$ cat config.mk
export PLATFORM = sky130hd
export DESIGN_NAME = c2_arbiter_mc
export DESIGN_NICKNAME = d
export VERILOG_FILES = /design/src/rtl/c2_pkg.sv /design/src/rtl/c2_cmd_decoder.sv /design/src/rtl/c2_arbiter_mc.sv
export SDC_FILE = /design/constraint.sdc
export NUM_CORES = 1
export LEC_CHECK = 0
export BUFFER_PORTS_ARGS = -buffer_cell sky130_fd_sc_hd__buf_2
export CORE_AREA = 2 2 83 85
export CTS_BUF_LIST = sky130_fd_sc_hd__clkbuf_16
export DETAILED_ROUTE_END_ITERATION = 10
export DIE_AREA = 0 0 85 87
export HOLD_SLACK_MARGIN = 0.08
export PLACE_DENSITY = 0.75
export RECOVER_POWER = 50
export SLEW_MARGIN = 20
export SYNTH_ARGS = -nofsm -noshare
export SYNTH_HDL_FRONTEND = slang
export SYNTH_SLANG_ARGS = --single-unit
$ cat constraint.sdc
create_clock -name clk_i -period 1.95 [get_ports clk_i]
set_input_delay 0.0975 -clock clk_i [delete_from_list [all_inputs] [get_ports clk_i]]
set_output_delay 0.0975 -clock clk_i [all_outputs]
set_load 0.01 [all_outputs]
$ cat src/rtl/c2_pkg.sv
// Shared types and defaults for the command & control arbiter.
package c2_pkg;

  typedef enum logic [2:0] {
    ST_IDLE,
    ST_ECHO,
    ST_ECHO_WAIT,
    ST_BUSY,
    ST_NAK,
    ST_NAK_WAIT,
    ST_CLEANUP,
    ST_RECOVERY
  } c2_state_e;

  localparam logic [1:0] STATUS_OK      = 2'd0;
  localparam logic [1:0] STATUS_BAD_CMD = 2'd1;
  localparam logic [1:0] STATUS_TIMEOUT = 2'd2;

  // Entry 2i = client i mode 0, entry 2i+1 = client i mode 1.
  localparam logic [3:0][7:0] C2_DEFAULT_CMD_TABLE = {8'hCE, 8'hDE, 8'h1D, 8'h1C};
  localparam logic [7:0]      C2_DEFAULT_NAK_BYTE  = 8'hEE;

  // Width of a client index; never zero so a single-client build still has a port.
  function automatic int c2_client_w(input int num_clients);
    return (num_clients > 1) ? $clog2(num_clients) : 1;
  endfunction

endpackage

$ cat src/rtl/c2_cmd_decoder.sv
// Priority match of a received byte against the command table.
// The lowest matching table index wins, so duplicated bytes resolve to the
// earliest entry.
module c2_cmd_decoder
  import c2_pkg::*;
#(
  parameter int unsigned                     NUM_CLIENTS = 2,
  parameter int unsigned                     CLIENT_W    = 1,
  parameter logic [2*NUM_CLIENTS-1:0][7:0]   CMD_TABLE   = C2_DEFAULT_CMD_TABLE
) (
  input  logic [7:0]          rx_byte_i,
  output logic                hit_o,
  output logic [CLIENT_W-1:0] client_o,
  output logic                mode_o
);

  // Scan from the top down so the last assignment is the lowest matching index.
  always_comb begin
    hit_o    = 1'b0;
    client_o = '0;
    mode_o   = 1'b0;
    for (int i = 2*NUM_CLIENTS-1; i >= 0; i--) begin
      if (rx_byte_i == CMD_TABLE[i]) begin
        hit_o    = 1'b1;
        client_o = CLIENT_W'(i / 2);
        mode_o   = 1'(i % 2);
      end
    end
  end

endmodule

$ cat src/rtl/c2_arbiter_mc.sv
// Multi-client command & control arbiter sitting between the UART core and
// the command-driven engines.
//
// state       | meaning
// ------------+--------------------------------------------------------
// IDLE        | waiting for a command byte
// ECHO        | one-cycle echo request of the accepted command
// ECHO_WAIT   | waiting for the transmitter to finish the echo
// BUSY        | client granted, its TX stream muxed to the UART
// NAK         | one-cycle NAK request for an unknown command
// NAK_WAIT    | waiting for the transmitter to finish the NAK
// CLEANUP     | soft reset held for RESET_CYCLES
// RECOVERY    | one quiet cycle before accepting new commands
module c2_arbiter_mc
  import c2_pkg::*;
#(
  parameter int unsigned                   NUM_CLIENTS    = 2,
  parameter logic [2*NUM_CLIENTS-1:0][7:0] CMD_TABLE      = C2_DEFAULT_CMD_TABLE,
  parameter bit                            NAK_ENABLE     = 1'b1,
  parameter logic [7:0]                    NAK_BYTE       = C2_DEFAULT_NAK_BYTE,
  parameter int unsigned                   TIMEOUT_CYCLES = 0,
  parameter int unsigned                   RESET_CYCLES   = 2
) (
  input  logic                       clk_i,
  input  logic                       rst_ni,
  input  logic [7:0]                 uart_rx_data_i,
  input  logic                       uart_rx_ready_i,
  output logic [7:0]                 uart_tx_data_o,
  output logic                       uart_tx_start_o,
  input  logic                       uart_tx_done_i,
  output logic                       soft_reset_o,
  output logic [NUM_CLIENTS-1:0]     grant_o,
  output logic                       mode_o,
  input  logic [NUM_CLIENTS-1:0]     client_done_i,
  input  logic [8*NUM_CLIENTS-1:0]   client_tx_data_i,
  input  logic [NUM_CLIENTS-1:0]     client_tx_start_i,
  output logic [1:0]                 status_o,
  output logic                       busy_o
);

  localparam int CW = c2_client_w(NUM_CLIENTS);

  c2_state_e            state_q;
  logic [CW-1:0]        client_q;
  logic                 mode_q;
  logic [1:0]           status_q;
  logic [NUM_CLIENTS-1:0] grant_q;
  logic                 soft_reset_q;
  logic                 tx_start_q;
  logic [7:0]           tx_data_q;
  logic [31:0]          cnt_q;

  logic                 dec_hit;
  logic [CW-1:0]        dec_client;
  logic                 dec_mode;
  logic [NUM_CLIENTS-1:0] client_onehot;
  logic                 timeout_hit;

  c2_cmd_decoder #(
    .NUM_CLIENTS (NUM_CLIENTS),
    .CLIENT_W    (CW),
    .CMD_TABLE   (CMD_TABLE)
  ) u_dec (
    .rx_byte_i (uart_rx_data_i),
    .hit_o     (dec_hit),
    .client_o  (dec_client),
    .mode_o    (dec_mode)
  );

  // One-hot form of the latched client, loaded into the grant on BUSY entry.
  always_comb begin
    client_onehot           = '0;
    client_onehot[client_q] = 1'b1;
  end

  // The watchdog counter equals the number of BUSY cycles already spent.
  assign timeout_hit = (TIMEOUT_CYCLES != 0) && (cnt_q == 32'(TIMEOUT_CYCLES - 1));

  // Session sequencer with registered grant, mode, status and soft reset.
  always_ff @(posedge clk_i or negedge rst_ni) begin
    if (!rst_ni) begin
      state_q      <= ST_IDLE;
      client_q     <= '0;
      mode_q       <= 1'b0;
      status_q     <= STATUS_OK;
      grant_q      <= '0;
      soft_reset_q <= 1'b0;
      tx_start_q   <= 1'b0;
      tx_data_q    <= 8'h00;
      cnt_q        <= '0;
    end else begin
      case (state_q)
        ST_IDLE: begin
          if (uart_rx_ready_i) begin
            if (dec_hit) begin
              client_q   <= dec_client;
              mode_q     <= dec_mode;
              tx_start_q <= 1'b1;
              tx_data_q  <= uart_rx_data_i;
              state_q    <= ST_ECHO;
            end else begin
              status_q <= STATUS_BAD_CMD;
              if (NAK_ENABLE) begin
                tx_start_q <= 1'b1;
                tx_data_q  <= NAK_BYTE;
                state_q    <= ST_NAK;
              end
            end
          end
        end
        ST_ECHO, ST_ECHO_WAIT: begin
          tx_start_q <= 1'b0;
          tx_data_q  <= 8'h00;
          if (uart_tx_done_i) begin
            grant_q <= client_onehot;
            cnt_q   <= '0;
            state_q <= ST_BUSY;
          end else begin
            state_q <= ST_ECHO_WAIT;
          end
        end
        ST_BUSY: begin
          if (client_done_i[client_q] || timeout_hit) begin
            // A done in the same cycle as the timeout still counts as success.
            status_q     <= client_done_i[client_q] ? STATUS_OK : STATUS_TIMEOUT;
            grant_q      <= '0;
            soft_reset_q <= 1'b1;
            cnt_q        <= '0;
            state_q      <= ST_CLEANUP;
          end else begin
            cnt_q <= cnt_q + 32'd1;
          end
        end
        ST_NAK: begin
          tx_start_q <= 1'b0;
          tx_data_q  <= 8'h00;
          state_q    <= ST_NAK_WAIT;
        end
        ST_NAK_WAIT: begin
          if (uart_tx_done_i) state_q <= ST_IDLE;
        end
        ST_CLEANUP: begin
          if (cnt_q == 32'(RESET_CYCLES - 1)) begin
            soft_reset_q <= 1'b0;
            cnt_q        <= '0;
            state_q      <= ST_RECOVERY;
          end else begin
            cnt_q <= cnt_q + 32'd1;
          end
        end
        ST_RECOVERY: begin
          mode_q  <= 1'b0;
          state_q <= ST_IDLE;
        end
        default: state_q <= ST_IDLE;
      endcase
    end
  end

  // During BUSY the granted client drives the transmitter; everyone else is masked.
  always_comb begin
    uart_tx_start_o = tx_start_q;
    uart_tx_data_o  = tx_data_q;
    if (state_q == ST_BUSY) begin
      uart_tx_start_o = client_tx_start_i[client_q];
      uart_tx_data_o  = client_tx_data_i[{client_q, 3'b000} +: 8];
    end
  end

  assign soft_reset_o = soft_reset_q;
  assign grant_o      = grant_q;
  assign mode_o       = mode_q;
  assign status_o     = status_q;
  assign busy_o       = (state_q != ST_IDLE);

endmodule

==> impl_table.tex, run 1 <==
\begin{tabular}{lr}
\hline
Metric & Value \\
\hline
\multicolumn{2}{l}{\textbf{Power}} \\
Worst voltage drop across the vdd grid & about 700 µV \\
Power after layout & 4.40 mW \\
Power density relative to cell area & between 1000 and 1500 mW/mm² \\
Static leakage & between 1.5 and 2 nW \\
\multicolumn{2}{l}{\textbf{Hold path}} \\
Hold Path Class & input pin to flop \\
Cell depth of the worst min-delay path & 2 \\
Source of the worst hold timing path & uart\_rx\_data\_i[0] \\
Endpoint of the worst hold-timing path & tx\_data\_q[0] \\
\multicolumn{2}{l}{\textbf{STA}} \\
Total Negative Setup Slacks & -46.9 ps \\
Share of the cycle needed by the critical path after routing & 102\% \\
Unrepaired setup endpoints after global routing & yes \\
Final Worst Setup Slack & -29.7 ps \\
Final Hold Viols & 0 \\
Fin crit period & a little under 2000 ps \\
Achievable frequency & between 500 and 600 MHz \\
Worst clock skew on the final layout & 9.37 ps \\
Transition time at the pin with the least slew margin & around 1200 ps \\
Total of endpoints with negative setup slack in the final report & 3 \\
Normalized max-slew margin & between 10\% and 20\% \\
Final Slew Violations & 0 \\
\multicolumn{2}{l}{\textbf{Floorplan}} \\
Core Area & roughly 0.0066 mm² \\
Floorplan die area & between 0.007 and 0.008 mm² \\
Die span in y & roughly 87 µm \\
Standard-cell rows & 30 \\
Die width & approximately 85 µm \\
Starting density of the core & roughly 48\% \\
Number of top-level pins & 48 \\
\multicolumn{2}{l}{\textbf{Critical path}} \\
CP required & approximately 2100 ps \\
Startpoint class of the critical path & flop \\
Reg2Reg Launch Point & cnt\_q[13] \\
Type of element capturing the critical path & flop \\
Slowest library cell on the worst path & dfrtp\_1 \\
Worst endpoint data arrival time & 2150 ps \\
Maximum single-stage delay on the critical path & approximately 460 ps \\
Reg2reg setup slack & -30 ps \\
Category of the most critical setup path & flop to flop \\
Crit Path Max Fanout & 13 \\
Series of cell instances along the critical path & nor4\_2 -> and4\_4 -> a211oi\_4 -> buf\_4 -> o221ai\_1 -> o31ai\_4 \\
Worst r2r path cells & 6 \\
Worst reg2reg path endpoint & cnt\_q[25] \\
\multicolumn{2}{l}{\textbf{Finish}} \\
Area added between synthesis and finish & 28.0\% \\
Count of filler cells inserted in the layout & around 530 \\
Share of post-route cells with drive strength above 1 & between 20\% and 30\% \\
Nets@finish & 475 \\
Highest-count cells in the layout ignoring fill and taps & nand2\_1, dfrtp\_1, buf\_2, buf\_4, nor3\_1 \\
Sequential standard cell area & between 0.001 and 0.0015 mm² \\
Antenna Cells & 0 \\
Area of the multi-input gates & $\sim$0.0019 mm² \\
Leading cell type in the layout, fill and taps excluded & nand2\_1 \\
\multicolumn{2}{l}{\textbf{Detailed routing}} \\
Number of nets still failing antenna checks after routing & 0 \\
Via count of the routed design & about 3,200 \\
Via-to-Cell Ratio & roughly 6.1 \\
Total Wirelength & roughly 8700 µm \\
Remaining design rule violation count & 0 \\
Violation count after the first detailed-route iteration & about 220 \\
Avg WL per Cell & $\sim$17 µm \\
Detailed-router iteration count before antenna repair & 5 \\
\multicolumn{2}{l}{\textbf{Yosys}} \\
Cells after Synth & between 300 and 400 \\
Mean area per synthesized cell & $\sim$8.4 µm² \\
Sequential share of the synthesized area & 39.4\% \\
Register bit total from synthesis & 50 \\
Total number of yosys warnings & 0 \\
Number of synthesized flops with an enable pin & 0 \\
Post-synth ARST share & 100\% \\
Post-synth net total & between 400 and 500 \\
Total standard cell area after synthesis & $\sim$0.0032 mm² \\
Synth Flop Type & dfrtp\_1 \\
Number of distinct standard cells referenced by the synthesized netlist & just under 60 \\
\multicolumn{2}{l}{\textbf{Outcome}} \\
Violated checks & negative setup slack \\
Outcome & finished with violations \\
\multicolumn{2}{l}{\textbf{Global route}} \\
GR Layer Usage met3 & under 10\% \\
Global routing usage on met1 & 30.4\% \\
GR Util All Layers & between 20\% and 30\% \\
Met2 GRT Util & between 30\% and 40\% \\
Via count of the first global-routing pass & roughly 3,000 \\
Number of antenna violations at the first check in global routing & 0 \\
Largest net degree at the start of global routing & a little over 50 \\
Most Used Layer, Global Route & met2 \\
Aggregate global routing overflow & 0 \\
Wire length of the first global-routing pass & 13,800 µm \\
\multicolumn{2}{l}{\textbf{Placement}} \\
Place WS & -13.6 ps \\
Count of buffers inserted at the top-level ports & between 40 and 50 \\
Detailed placement HPWL & 5630 µm \\
Last weighted congestion value of the routability-driven placer & $\sim$0.86 \\
\multicolumn{2}{l}{\textbf{Clocking}} \\
Root cell of the clock tree & clkbuf\_16 \\
Clock Latency Late Sink & around 290 ps \\
Total clock buffers created by CTS & 5 \\
CTS H-Tree Depth & 2 \\
Clock tree buffer depth & 2 \\
Post-CTS clock slew at the launch and capture registers of the worst setup and hold paths & $\sim$70 ps \\
Clock tree from TritonCTS & built \\
Sink count of the clock tree & 50 \\
\multicolumn{2}{l}{\textbf{Run}} \\
Max Cap Viol & 0 \\
\hline
\end{tabular}
[routing by layer]
metal  routed length, µm  vias up  part of all wire [%]
met5                   0        -                     0
met4                 208        0                   2.4
met3                 632       18                   7.3
met2                4110      139                    47
met1                3700     1512                    43
li1                    -     1533                     -
[critical path: cells and delay by family (launching register included)]
kind | cells | cell delay [ps]
AND/OR/NAND/NOR | 2 | 710
buffers and inverters | 1 | 210
AO/OA/AOI/OAI | 3 | 480
flip-flops | 1 | 460
[metrics by stage]
step	util (%)	area, µm²	hold slack (ps)	instances
after floorplan	-	3190	-198	377
after CTS	59.3	3890	91.9	518
after detailed placement	56.0	3680	250	508
final	61.8	4060	96.9	522
after global routing	61.8	4060	93.3	522
after global placement	56.0	3680	244	508
[flip-flops by register name (all words and copies together) (netlist names), named ones only]
signal / count
cnt_q: 32
tx_data_q: 8
grant_o: 2
state_q: 2
client_q: 1
mode_o: 1
soft_reset_o: 1
status_o: 1
tx_start_q: 1
[area by class of cell]
| type | instances | share of cell area [%] |
|---|---|---|
| multi-input cells | 286 | 47.4 |
| flip-flops and latches | 50 | 30.9 |
| repair buffers | 88 | 14.2 |
| clock buffers | 5 | 3.08 |
| well taps | 80 | 2.46 |
| clock inverters | 3 | 0.986 |
| inverters | 10 | 0.924 |
[what timing repair did]
action                                  in CTS  in global routing
hold buffers                                 1                  0
buffers inserted                             1                  4
resized for setup                            6                 30
pin swaps                                    2                 12
endpoints found under the setup margin       7                 25
endpoints found under the hold margin       50                  0
[logic make-up after synthesis]
| kind of cell | Yosys count | share of synthesized area, % |
|---|---|---|
| and+or+nand+nor | 174 | 28.7 |
| buffers and inverters | 41 | 5.44 |
| adders and majority gates | 2 | 0.789 |
| xor gates and xnor gates | 1 | 0.276 |
| DFF | 50 | 39.4 |
| other | 1 | 0.118 |
| AOI/OAI and AO/OA | 87 | 18.6 |
| muxes | 21 | 6.63 |
[where the power goes]
part,switching (mW),internal [mW],total (mW)
sequential,0.181,1.21,1.39
combinational,1.19,0.835,2.03
clock,0.385,0.601,0.986
total,1.76,2.64,4.40
[synthesized netlist by cell type (2+ instances only)]
library cell	n	area (µm²)
buf_2	8	40.0
ha_1	2	25.0
a211oi_1	3	22.5
a21o_1	4	30.0
o211ai_1	7	52.6
o22ai_1	5	31.3
and4_1	6	52.6
nand3_1	17	85.1
a32o_1	2	20.0
a31oi_1	5	31.3
o221ai_1	7	61.3
nor2b_1	2	12.5
and3_1	4	25.0
dfrtp_1	50	1250
nor3_1	26	130
o31ai_1	2	15.0
or2_2	3	18.8
a21oi_1	16	80.1
inv_1	10	37.5
nand4_1	11	68.8
mux2i_1	21	210
nand2_1	56	210
nor4_1	9	56.3
clkbuf_1	17	63.8
o41ai_1	4	35.0
o21ai_0	21	105
clkbuf_2	4	20.0
nor2_1	25	93.8
[worst max-delay path by stage]
| stage | from | end | slack (ps) |
|---|---|---|---|
| after floorplan | cnt_q[0] | cnt_q[22] | -30 |
| after global placement | cnt_q[1] | cnt_q[12] | 60 |
| after detailed placement | cnt_q[1] | cnt_q[24] | -10 |
| after CTS | cnt_q[8] | cnt_q[20] | 6 |
| after global routing | cnt_q[5] | cnt_q[25] | -100 |
| final | cnt_q[13] | cnt_q[25] | -30 |
No activity file was read; power rests on OpenSTA's default activity.
==> inputs of run 2 (changes only) <==
==> constraint.sdc (replaced) <==
create_clock -name clk_i -period 1.7 [get_ports clk_i]
set_input_delay 0.085 -clock clk_i [delete_from_list [all_inputs] [get_ports clk_i]]
set_output_delay 0.085 -clock clk_i [all_outputs]
set_load 0.01 [all_outputs]
==> impl_table.tex, run 2 (synthesis gave the netlist of run 1 again) <==
\begin{tabular}{lr}
\hline
Metric & Value \\
\hline
\multicolumn{2}{l}{\textbf{Placement}} \\
\# placed instances & approximately 540 \\
Detailed placement HPWL & 6200 µm \\
Count of buffers inserted at the top-level ports & 46 \\
Area post-placement & $\sim$0.0040 mm² \\
Last weighted congestion value of the routability-driven placer & 0.867 \\
\multicolumn{2}{l}{\textbf{Clocking}} \\
Clock Latency Late Sink & between 200 and 300 ps \\
Clock tree buffer depth & 2 \\
Root cell of the clock tree & clkbuf\_16 \\
Post-CTS clock slew at the launch and capture registers of the worst setup and hold paths & roughly 70 ps \\
Sink count of the clock tree & 50 \\
Total clock buffers created by CTS & 5 \\
Clock tree from TritonCTS & built \\
CTS H-Tree Depth & 2 \\
\multicolumn{2}{l}{\textbf{Critical path}} \\
Startpoint class of the critical path & flop \\
Maximum single-stage delay on the critical path & approximately 460 ps \\
CP required & between 1500 and 2000 ps \\
Capture point of the critical path & cnt\_q[20] \\
Path length in cells of the critical path & 6 \\
Worst r2r path cells & 6 \\
Cell family with the largest share of critical-path delay & simple AND/OR/NAND/NOR gates \\
Worst reg2reg path endpoint & cnt\_q[20] \\
Number of buffer and inverter instances along the worst setup path & 1 \\
Category of the most critical setup path & flop to flop \\
Crit Path Max Fanout & 13 \\
Reg2reg setup slack & -320 ps \\
Worst endpoint data arrival time & between 2000 and 2500 ps \\
Startpoint of the worst setup timing path & cnt\_q[20] \\
Series of cell instances along the critical path & nor4\_1 -> and4\_1 -> a211oi\_4 -> buf\_4 -> o221ai\_2 -> o41ai\_2 \\
Slowest library cell on the worst path & nor4\_1 \\
Reg2Reg Launch Point & cnt\_q[20] \\
Type of element capturing the critical path & flop \\
\multicolumn{2}{l}{\textbf{Power}} \\
Static leakage & 2.06 nW \\
Power density relative to cell area & about 1200 mW/mm² \\
Worst voltage drop across the vdd grid & 916 µV \\
Clock network fraction of total power & approximately a fifth \\
Power after layout & about 5.5 mW \\
Internal cell power & about 3.3 mW \\
Sw power & 2.19 mW \\
Fraction of power consumed by sequential logic & 28.2\% \\
Proportion of power drawn by combinational gates & a little over 50\% \\
Switching part of the total power & around 40\% \\
\multicolumn{2}{l}{\textbf{Finish}} \\
Number of flip-flops under the largest register name & 32 \\
Register containing the most flip-flops in the final layout & cnt\_q \\
Highest-count cells in the layout ignoring fill and taps & buf\_4, nand2\_1, dfrtp\_1, buf\_2, nor2\_1 \\
Count of filler cells inserted in the layout & approximately 470 \\
Sequential standard cell area & 0.00126 mm² \\
Area added between synthesis and finish & 40.5\% \\
Antenna Cells & 0 \\
Final Instance Count excl. Fillers & 565 \\
Cell area after layout & $\sim$0.0045 mm² \\
Nets@finish & approximately 520 \\
Leading cell type in the layout, fill and taps excluded & buf\_4 \\
Area of the multi-input gates & 0.00198 mm² \\
Top Registers & cnt\_q x32, tx\_data\_q x8 \\
Share of post-route cells with drive strength above 1 & between 30\% and 40\% \\
\multicolumn{2}{l}{\textbf{STA}} \\
Worst Hold Margin & 89.4 ps \\
Unrepaired setup endpoints after global routing & yes \\
Share of the cycle needed by the critical path after routing & 119\% \\
Achievable frequency & a little under 500 MHz \\
Normalized max-slew margin & about a third \\
Transition time at the pin with the least slew margin & just over 1000 ps \\
Final Worst Setup Slack & -317 ps \\
Final Slew Violations & 0 \\
Total of endpoints with negative setup slack in the final report & 34 \\
Fin crit period & 2020 ps \\
Worst clock skew on the final layout & 6.98 ps \\
Final Hold Viols & 0 \\
Total Negative Setup Slacks & -7760 ps \\
\multicolumn{2}{l}{\textbf{Detailed routing}} \\
Violation count after the first detailed-route iteration & between 200 and 250 \\
Detailed-router iteration count before antenna repair & 8 \\
Remaining design rule violation count & 0 \\
Number of nets still failing antenna checks after routing & 0 \\
Total Wirelength & between 9000 and 10,000 µm \\
Via count of the routed design & $\sim$3,500 \\
Avg WL per Cell & about 17 µm \\
Via-to-Cell Ratio & approximately 6 \\
\multicolumn{2}{l}{\textbf{Floorplan}} \\
Standard-cell rows & 30 \\
Die width & roughly 85 µm \\
Die span in y & roughly 87 µm \\
Starting density of the core & about 48\% \\
Floorplan die area & 0.00740 mm² \\
Core Area & roughly 0.0066 mm² \\
Number of top-level pins & between 40 and 50 \\
\multicolumn{2}{l}{\textbf{Outcome}} \\
Outcome & finished with violations \\
Violated checks & negative setup slack \\
\multicolumn{2}{l}{\textbf{Run}} \\
Max Cap Viol & 0 \\
\multicolumn{2}{l}{\textbf{Global route}} \\
Number of antenna violations at the first check in global routing & 0 \\
Via count of the first global-routing pass & 3,221 \\
Aggregate global routing overflow & 0 \\
GR Util All Layers & around 24\% \\
Largest net degree at the start of global routing & 35 \\
Wire length of the first global-routing pass & 14,500 µm \\
\multicolumn{2}{l}{\textbf{Hold path}} \\
Hold Path Class & input pin to flop \\
\hline
\end{tabular}
## run 2: through the flow
stage / utilization, % / setup slack, ps
after global routing: 67.8 / -359
after detailed placement: 61.0 / -203
final: 67.8 / -317
after floorplan: - / -215
after global placement: 61.0 / -133
after CTS: 64.9 / -159
## run 2: how the worst min path moves through the flow
stage / start / to / cells after the start
floorplan: rst_ni / asynchronous set/reset pin / 0
CTS: uart_rx_data_i[0] / tx_data_q[0] / 2
global placement: rst_ni / grant_o[1] / 1
detailed placement: rst_ni / grant_o[1] / 1
global route: uart_rx_data_i[0] / tx_data_q[0] / 2
finish: uart_rx_data_i[0] / tx_data_q[0] / 2
## run 2: metal layers
layer,global-route usage [%],vias to the layer above,share of wire [%]
met5,0,-,0
met4,9.96,0,2.3
met3,4.08,29,8.3
met2,40.7,175,48
met1,31.4,1654,42
li1,-,1608,-
## run 2: layout make-up
class	count	area share, %
flip-flops and latches	50	28.2
clock inverters	3	0.898
inverters	10	0.842
clock buffers	5	2.81
well taps	80	2.25
multi-input cells	286	44.4
repair buffers	131	20.6
## run 2: power by group through the flow
stage / combinational (mW) / clock (mW) / sequential, mW
global placement: 2.38 / 0 / 1.55
floorplan: 1.46 / 0 / 1.54
CTS: 2.51 / 1.15 / 1.54
global route: 3.04 / 1.20 / 1.58
detailed placement: 2.44 / 0 / 1.56
finish: 2.81 / 1.13 / 1.55
## run 2: worst register-to-register path, cell delays in order, from the launching register on
cell and delay, ps:
dfrtp_1 410, nor4_1 460, and4_1 350, a211oi_4 110, buf_4 220, o221ai_2 220
o41ai_2 120
## run 2: what timing repair did
item                       CTS  global route
pin swaps                    4            11
resized for setup           11            37
hold buffers                 2             0
setup endpoints to repair   33            46
buffers inserted             2             8
gates cloned                 0             1
hold endpoints to repair    17             0
==> inputs of run 3 (changes only) <==
--- a/config.mk
+++ b/config.mk
@@ -11,7 +11,7 @@
 export DETAILED_ROUTE_END_ITERATION = 10
 export DIE_AREA = 0 0 85 87
 export HOLD_SLACK_MARGIN = 0.08
-export PLACE_DENSITY = 0.75
+export PLACE_DENSITY = 0.74
 export RECOVER_POWER = 50
 export SLEW_MARGIN = 20
 export SYNTH_ARGS = -nofsm -noshare
==> impl_table.tex, run 3 (synthesis gave the netlist of run 1 again) <==
\begin{tabular}{lr}
\hline
Metric & Value \\
\hline
\multicolumn{2}{l}{\textbf{Global route}} \\
Aggregate global routing overflow & 0 \\
Number of antenna violations at the first check in global routing & 0 \\
GR Util All Layers & between 20 and 30\% \\
Via count of the first global-routing pass & 3,275 \\
Wire length of the first global-routing pass & approximately 15,000 µm \\
Largest net degree at the start of global routing & 27 \\
\multicolumn{2}{l}{\textbf{Detailed routing}} \\
Via count of the routed design & approximately 3,600 \\
Remaining design rule violation count & 0 \\
Avg WL per Cell & approximately 19 µm \\
Violation count after the first detailed-route iteration & 250 \\
Total Wirelength & roughly 11,000 µm \\
Number of nets still failing antenna checks after routing & 0 \\
Detailed-router iteration count before antenna repair & 5 \\
Via-to-Cell Ratio & 6.25 \\
\multicolumn{2}{l}{\textbf{Outcome}} \\
Outcome & finished with violations \\
Violated checks & negative setup slack \\
\multicolumn{2}{l}{\textbf{Critical path}} \\
Worst endpoint data arrival time & around 2200 ps \\
Category of the most critical setup path & flop to flop \\
Crit Path Max Fanout & 5 \\
CP required & $\sim$1900 ps \\
Type of element capturing the critical path & flop \\
Startpoint class of the critical path & flop \\
\multicolumn{2}{l}{\textbf{STA}} \\
Fin crit period & approximately 2000 ps \\
Final Slew Violations & 0 \\
Worst clock skew on the final layout & 9.12 ps \\
Total of endpoints with negative setup slack in the final report & 36 \\
Transition time at the pin with the least slew margin & 693 ps \\
Normalized max-slew margin & between 50 and 60\% \\
Unrepaired setup endpoints after global routing & yes \\
Achievable frequency & 493 MHz \\
Share of the cycle needed by the critical path after routing & 119\% \\
Final Hold Viols & 0 \\
Final Worst Setup Slack & -327 ps \\
Worst Hold Margin & between 70 and 80 ps \\
\multicolumn{2}{l}{\textbf{Placement}} \\
\# placed instances & 540 \\
Last weighted congestion value of the routability-driven placer & about 0.86 \\
Detailed placement HPWL & 6200 µm \\
Area post-placement & about 0.004 mm² \\
Count of buffers inserted at the top-level ports & 46 \\
\multicolumn{2}{l}{\textbf{Finish}} \\
Register containing the most flip-flops in the final layout & cnt\_q \\
Highest-count cells in the layout ignoring fill and taps & buf\_4, nand2\_1, dfrtp\_1, buf\_2, nor2\_1 \\
Nets@finish & $\sim$520 \\
Share of post-route cells with drive strength above 1 & roughly two fifths \\
Leading cell type in the layout, fill and taps excluded & buf\_4 \\
Number of flip-flops under the largest register name & 32 \\
Area added between synthesis and finish & 48.4\% \\
Top Registers & cnt\_q x32, tx\_data\_q x8 \\
Final Instance Count excl. Fillers & about 570 \\
Antenna Cells & 0 \\
Count of filler cells inserted in the layout & about 460 \\
Cell area after layout & between 0.004 and 0.005 mm² \\
\multicolumn{2}{l}{\textbf{Clocking}} \\
CTS H-Tree Depth & 2 \\
Clock tree from TritonCTS & built \\
Sink count of the clock tree & 50 \\
Clock Latency Late Sink & 300 ps \\
Total clock buffers created by CTS & 5 \\
Post-CTS clock slew at the launch and capture registers of the worst setup and hold paths & roughly 70 ps \\
Root cell of the clock tree & clkbuf\_16 \\
Clock tree buffer depth & 2 \\
\multicolumn{2}{l}{\textbf{Power}} \\
Proportion of power drawn by combinational gates & 53.2\% \\
Internal cell power & 3.40 mW \\
Power density relative to cell area & 1230 mW/mm² \\
Sw power & around 2.4 mW \\
Switching part of the total power & between 40\% and 50\% \\
Worst voltage drop across the vdd grid & between 1000 and 1500 µV \\
Static leakage & around 2.1 nW \\
Fraction of power consumed by sequential logic & 26.8\% \\
Clock network fraction of total power & about a fifth \\
\multicolumn{2}{l}{\textbf{Floorplan}} \\
Die span in y & a little under 90 µm \\
Starting density of the core & between 40\% and 50\% \\
Standard-cell rows & 30 \\
Core Area & 0.00657 mm² \\
Floorplan die area & between 0.007 and 0.008 mm² \\
Die width & 85 µm \\
Number of top-level pins & between 40 and 50 \\
\multicolumn{2}{l}{\textbf{Run}} \\
Max Cap Viol & 0 \\
\multicolumn{2}{l}{\textbf{Hold path}} \\
Hold Path Class & input pin to flop \\
\hline
\end{tabular}
[run 3: path summary, 6_finish.rpt]
| path | start | endpoint | slack (ps) | depth (start not counted) |
|---|---|---|---|---|
| max | cnt_q[1] | cnt_q[22] | -330 | 8 |
| min | uart_rx_data_i[4] | tx_data_q[4] | 80 | 2 |
| max reg2reg | cnt_q[1] | cnt_q[22] | -330 | 8 |
| min reg2reg | tx_data_q[6] | tx_data_q[6] | 480 | 1 |
| max in group asynchronous | rst_ni | cnt_q[0] | 330 | 3 |
| min in group asynchronous | rst_ni | grant_o[1] | 360 | 2 |
[run 3: area by class of cell]
class	count	area (µm²)	area share, %
Multi-Input combinational cell	286	2140	45.6
Sequential cell	50	1250	26.6
Timing Repair Buffer	135	1010	21.4
Clock buffer	5	125	2.66
Tap cell	80	100	2.13
Clock inverter	3	41.3	0.877
Inverter	10	37.5	0.797
[run 3: per-stage QoR]
| step | setup WS (ps) | total power, mW | TNS (ps) | util [%] |
|---|---|---|---|---|
| 2_1_floorplan | -215 | 3.00 | -4850 | - |
| 3_3_place_gp | -133 | 3.93 | -2360 | 60.7 |
| 3_5_place_dp | -209 | 3.99 | -3380 | 60.7 |
| 4_1_cts | -173 | 5.32 | -3460 | 66.4 |
| 5_1_grt | -403 | 6.05 | -9630 | 71.7 |
| 6_report | -327 | 5.78 | -6730 | 71.7 |
[run 3: critical path: stages, from the launching register on]
cell and delay, ps:
dfrtp_1 410, inv_2 80, ha_4 160, nor4b_4 120, and4_4 170, a211oi_4 400
nor2_4 80, buf_6 150, o41ai_2 340
[run 3: power by group through the flow]
stage	registers, mW	clock network, mW	logic [mW]
CTS	1.52	1.15	2.65
finish	1.55	1.16	3.07
floorplan	1.54	0	1.46
detailed placement	1.55	0	2.44
global placement	1.54	0	2.39
global route	1.57	1.21	3.27
[run 3: metal layers]
metal  up-vias  track usage, %  wire length, µm
met5         -               0                0
met4         0            8.80              455
met3        51            4.36              773
met2       190            46.0             5430
met1      1701            30.7             4350
li1       1614               -                -
[run 3: timing repair]
action,in CTS,in global routing
hold endpoints to repair,24,0
cloned,2,1
pin swaps,7,16
hold buffers,1,0
setup buffers,7,10
resized for setup,29,62
setup endpoints to repair,36,53
